<file path="src/rtl/turbo_frame_serializer.sv">
// Turbo frame serializer: sends sync word, systematic byte, parity byte and
// an even-parity check bit MSB-first. A one-entry holding buffer lets the
// next word be accepted mid-frame so frames can run back-to-back.
module turbo_frame_serializer #(
  parameter logic [7:0]  SYNC_WORD  = 8'hA5,
  parameter int unsigned FRAME_BITS = 25
) (
  input  logic       clk,
  input  logic       rst_n,
  input  logic       ena,
  input  logic       load,
  input  logic [7:0] sys_in,
  input  logic [7:0] par_in,
  output logic       ready,
  output logic       ser_out,
  output logic       ser_valid,
  output logic       frame_start,
  output logic       frame_done,
  output logic [7:0] frame_count
);

  localparam int unsigned BYTE_W = 8;
  localparam int unsigned CNT_W  = 3;

  // Frame length is fixed by the 8+8+8+1 layout; reject any other value.
  if (FRAME_BITS != 32'd25) begin : g_bad_frame_bits
    $error("turbo_frame_serializer: FRAME_BITS must be 25");
  end

  typedef enum logic [2:0] {
    S_IDLE = 3'd0,
    S_SYNC = 3'd1,
    S_SYS  = 3'd2,
    S_PAR  = 3'd3,
    S_CHK  = 3'd4
  } state_t;

  state_t              state_q, state_d;
  logic [CNT_W-1:0]    cnt_q, cnt_d;
  logic [BYTE_W-1:0]   sys_q, sys_d;
  logic [BYTE_W-1:0]   par_q, par_d;
  logic                buf_full_q, buf_full_d;
  logic [BYTE_W-1:0]   buf_sys_q, buf_sys_d;
  logic [BYTE_W-1:0]   buf_par_q, buf_par_d;

  logic                ser_out_d;
  logic                ser_valid_d;
  logic                frame_start_d;
  logic                frame_done_d;
  logic                ready_d;
  logic [BYTE_W-1:0]   frame_count_d;

  logic                accept;

  assign accept = load & ena & ready;

  // State, datapath and registered outputs.
  always_ff @(posedge clk or negedge rst_n) begin
    if (!rst_n) begin
      state_q     <= S_IDLE;
      cnt_q       <= '0;
      sys_q       <= '0;
      par_q       <= '0;
      buf_full_q  <= 1'b0;
      buf_sys_q   <= '0;
      buf_par_q   <= '0;
      ser_out     <= 1'b0;
      ser_valid   <= 1'b0;
      frame_start <= 1'b0;
      frame_done  <= 1'b0;
      ready       <= 1'b1;
      frame_count <= '0;
    end else begin
      state_q     <= state_d;
      cnt_q       <= cnt_d;
      sys_q       <= sys_d;
      par_q       <= par_d;
      buf_full_q  <= buf_full_d;
      buf_sys_q   <= buf_sys_d;
      buf_par_q   <= buf_par_d;
      ser_out     <= ser_out_d;
      ser_valid   <= ser_valid_d;
      frame_start <= frame_start_d;
      frame_done  <= frame_done_d;
      ready       <= ready_d;
      frame_count <= frame_count_d;
    end
  end

  // Next-state: walk the frame fields, fill/drain the holding buffer.
  always_comb begin
    state_d    = state_q;
    cnt_d      = cnt_q;
    sys_d      = sys_q;
    par_d      = par_q;
    buf_full_d = buf_full_q;
    buf_sys_d  = buf_sys_q;
    buf_par_d  = buf_par_q;
    if (ena) begin
      case (state_q)
        S_IDLE: begin
          if (accept) begin
            state_d = S_SYNC;
            cnt_d   = CNT_W'(7);
            sys_d   = sys_in;
            par_d   = par_in;
          end
        end
        S_SYNC, S_SYS, S_PAR: begin
          if (accept) begin
            buf_full_d = 1'b1;
            buf_sys_d  = sys_in;
            buf_par_d  = par_in;
          end
          if (cnt_q == '0) begin
            cnt_d = CNT_W'(7);
            case (state_q)
              S_SYNC:  state_d = S_SYS;
              S_SYS:   state_d = S_PAR;
              default: begin
                state_d = S_CHK;
                cnt_d   = '0;
              end
            endcase
          end else begin
            cnt_d = cnt_q - CNT_W'(1);
          end
        end
        S_CHK: begin
          if (buf_full_q) begin
            state_d    = S_SYNC;
            cnt_d      = CNT_W'(7);
            sys_d      = buf_sys_q;
            par_d      = buf_par_q;
            buf_full_d = 1'b0;
          end else if (accept) begin
            // Word arriving in the check cycle skips the buffer entirely.
            state_d = S_SYNC;
            cnt_d   = CNT_W'(7);
            sys_d   = sys_in;
            par_d   = par_in;
          end else begin
            state_d = S_IDLE;
            cnt_d   = '0;
          end
        end
        default: begin
          state_d = S_IDLE;
          cnt_d   = '0;
        end
      endcase
    end
  end

  // Output next-values, derived from the state being entered.
  always_comb begin
    ser_out_d     = ser_out;
    ser_valid_d   = 1'b0;
    frame_start_d = 1'b0;
    frame_done_d  = 1'b0;
    ready_d       = ~buf_full_d;
    frame_count_d = frame_count;
    if (ena) begin
      ser_valid_d   = (state_d != S_IDLE);
      frame_start_d = (state_d == S_SYNC) && (cnt_d == CNT_W'(7));
      frame_done_d  = (state_d == S_CHK);
      case (state_d)
        S_SYNC:  ser_out_d = SYNC_WORD[cnt_d];
        S_SYS:   ser_out_d = sys_d[cnt_d];
        S_PAR:   ser_out_d = par_d[cnt_d];
        S_CHK:   ser_out_d = ^{sys_d, par_d};
        default: ser_out_d = 1'b0;
      endcase
      if (state_q == S_CHK) begin
        frame_count_d = frame_count + BYTE_W'(1);
      end
    end
  end

endmodule

</file>
<file path="config.mk">
export PLATFORM = sky130hd
export DESIGN_NAME = turbo_frame_serializer
export DESIGN_NICKNAME = d
export VERILOG_FILES = /design/src/rtl/turbo_frame_serializer.sv
export SDC_FILE = /design/constraint.sdc
export NUM_CORES = 1
export LEC_CHECK = 0
export ABC_AREA = 1
export BUFFER_PORTS_ARGS = -buffer_cell sky130_fd_sc_hd__clkbuf_2
export CAP_MARGIN = 20
export CELL_PAD_IN_SITES_DETAIL_PLACEMENT = 0
export CELL_PAD_IN_SITES_GLOBAL_PLACEMENT = 1
export CORE_MARGIN = 4
export CORE_UTILIZATION = 30
export CTS_BUF_LIST = sky130_fd_sc_hd__clkbuf_8
export DETAILED_ROUTE_END_ITERATION = 8
export PLACE_DENSITY = 0.7
export REMOVE_ABC_BUFFERS = 1
export SLEW_MARGIN = 20
export SYNTH_ARGS = -nofsm -noshare
export SYNTH_HDL_FRONTEND = slang
export SYNTH_SLANG_ARGS = --single-unit
</file>
<file path="constraint.sdc">
create_clock -name clk -period 1.9 [get_ports clk]
set_input_delay 0.19 -clock clk [delete_from_list [all_inputs] [get_ports clk]]
set_output_delay 0.19 -clock clk [all_outputs]
set_load 0.03 [all_outputs]
</file>
==> flow_metrics.py <==
metrics = {
    "cts": {
        "htree_levels": 2,
        "clk_latency_ps": 310,
        "path_clk_slew_ps": 100,
        "clockBufferDepth": 2,
        "cts.sinks": 52,
        "cts_tree": "built",
        "cts-root-buf": "clkbuf_8",
        "numCtsBuffers": 5,
    },
    "die": {
        "start_util_pct": 31.3,
        "ios": 33,
        "num_rows": 37,
        "core_um2": 10500,
        "die_height_um": 112,
        "dieArea_um2": 12600,
        "die_w_um": 112,
    },
    "sta": {
        "worstMarginPinSlew_ps": 397,
        "finalMaxSlewViolations": 0,
        "hold_slack_ps": 120,
        "finalSetupTns_ps": -417,
        "fin_skew_ps": 8.70,
        "grt_setup_unrepaired": "true",
        "hold_viol": 0,
        "final.period_utilization_pct": 113,
        "fmax_ghz": 0.466,
        "max_slew_margin_pct": 73.5,
        "setup-violations-final": 3,
        "finalCriticalPeriod_ps": 2140,
        "fin_ws_ps": -244,
    },
    "global_route": {
        "grt_max_degree": 53,
        "grt_overflow": 0,
        "grt_use_total_pct": 15.9,
        "antenna_found_initial": 0,
        "grt_pass1_wl_um": 16600,
        "first_global_vias": 3501,
    },
    "worst_hold_path": {
        "hold_path_depth": 3,
        "min_path_type": "in2reg",
    },
    "cells_and_area": {
        "drive_gt1_share_pct": 41.5,
        "antennaDiodeCount": 0,
        "ff_latch_area_um2": 1300,
        "utilization_pct": 47.1,
        "finalNonFillerCells": 755,
        "multi_input_area_um2": 2080,
        "fillers": 1107,
        "area_delta_synth_final_pct": 50.6,
        "layout.nets": 641,
    },
    "yosys": {
        "synthArstFlopShare_pct": 100,
        "synth_top_area_share_pct": 39.0,
        "synth-edff-count": 0,
        "synth.most_common_cell": "nand2_1",
        "synthTopCellsByArea": "dfrtp_1, nand2_1, nand3_1",
        "ys_top_cells_by_count": "nand2_1, inv_1, dfrtp_1, nand3_1, nor2_1",
        "ys_seq_elements": 52,
        "synth_top_cell_by_area": "dfrtp_1",
        "synthesis.area_um2": 3270,
        "postSynthAreaPerCell_um2": 6.61,
        "ys_warn_count": 0,
        "netlist_instances": 495,
        "yosysUniqueCellTypes": 27,
        "yosysSeqAreaShare_pct": 39.8,
        "synthFlopType": "dfrtp_1",
    },
    "worst_setup_path": {
        "start_kind": "flop",
        "reg2reg_depth": 17,
        "end_kind": "flop",
        "crit_fanout": 5,
        "arrival_ps": 2360,
        "cp.required_ps": 2120,
        "path_class": "reg2reg",
    },
    "power_and_ir_drop": {
        "vdd_ir_drop_max_v": 0.000516,
        "p_per_area_nw_per_um2": 1260,
        "p_total_mw": 6.23,
        "p_leak_nw": 2.60,
    },
    "routing": {
        "drc": 0,
        "viasPerCell": 4.74,
        "drtPass1Iterations": 4,
        "drt_iter0_drc": 161,
        "via_count": 3580,
        "ant_nets": 0,
        "wire_per_inst_um": 13.2,
        "routed_wl_um": 9970,
    },
    "place": {
        "dpl.cell_count": 723,
        "place_congestion": 0.878,
        "io_buffers": 32,
        "hpwl_um": 6830,
    },
    "run_status": {
        "violations": "negative setup slack",
        "status": "finished with violations",
    },
    "run": {
        "cap_violations": 0,
    },
}
[repair_timing]
action	in CTS	in global routing
cloned	2	0
hold endpoints to repair	51	0
hold buffers	1	0
gates resized for setup	63	80
setup endpoints to repair	3	3
pin swaps	27	65
setup buffers	10	12
[path summary, 6_finish.rpt]
kind                             endpoint  slack, ps      startpoint
setup / recovery                  ser_out       -240           ready
max in group asynchronous           ready       1210           rst_n
hold / removal               buf_par_q[5]        120       par_in[5]
min in group asynchronous  frame_count[7]        400           rst_n
hold reg to reg            frame_count[7]        480  frame_count[7]
setup reg to reg                  ser_out       -240           ready
[sequential cells by signal, summed over array words and instances, names as in the netlist]
register / cells
sys_q: 8
frame_start: 1
frame_done: 1
cnt_q: 3
ser_valid: 1
buf_sys_q: 8
ser_out: 1
buf_par_q: 8
par_q: 8
frame_count: 8
state_q: 3
buf_full_q: 1
ready: 1
[through the flow]
stage,cell area [um2],setup slack (ps)
6_report,4930,-244
4_1_cts,4610,-183
5_1_grt,4930,-444
3_3_place_gp,4140,-359
3_5_place_dp,4140,-391
2_1_floorplan,3190,-333
[where the power goes]
| group | switching (mW) | internal [mW] |
|---|---|---|
| clock | 0.397 | 0.432 |
| sequential | 0.128 | 1.36 |
| combinational | 2.18 | 1.73 |
[logic make-up after synthesis]
kind of cell               share of synthesized area (%)
AOI/OAI and AO/OA                                   8.91
buffers and inverters                               9.17
xor gates and xnor gates                            1.87
and+or+nand+nor                                     37.7
adders and majority gates                           1.15
DFF                                                 39.8
muxes                                               1.38
[worst max-delay path, cell delays in order, from the launching register on]
cell	delay, ps
dfstp_2	570
nand3_4	130
buf_8	180
nand2_4	70
nand2_4	70
buf_4	130
buf_6	110
nand3_2	50
nand2_1	60
o21ai_2	90
buf_4	150
nor3_1	40
nand3_1	70
nand2_1	50
nor2_1	100
nand2_1	60
nand2_1	60
nand2_1	40
[cell usage in the layout (no fill, tap or decap), types with 10 or more instances in the layout]
cell type / Yosys / final
nor2_1: 32 / 26
nand2_1: 209 / 158
buf_6: 2 / 10
nand3_1: 49 / 29
nand2_2: 0 / 48
inv_2: 4 / 11
dfrtp_1: 51 / 51
clkbuf_2: 0 / 32
nand3_2: 1 / 19
o21ai_0: 18 / 15
buf_4: 1 / 80
inv_1: 55 / 45
[cell type report]
class                      instances  share of cell area, %
multi-input combinational        370                   42.3
sequential                        52                   26.4
timing repair buffer             130                   20.7
inverter                          59                   4.70
tap                              136                   3.45
clock buffer                       6                   1.68
clock inverter                     2                  0.787
[per-layer routing]
layer / vias to the layer above / track usage, % / routed length [um]
li1: 1800 / - / -
met1: 1700 / 20.9 / 4560
met2: 66 / 27.2 / 4820
met3: 14 / 2.53 / 408
met4: 0 / 4.49 / 182
met5: - / 0 / 0
Note: power is estimated with default switching activity, not from simulation.
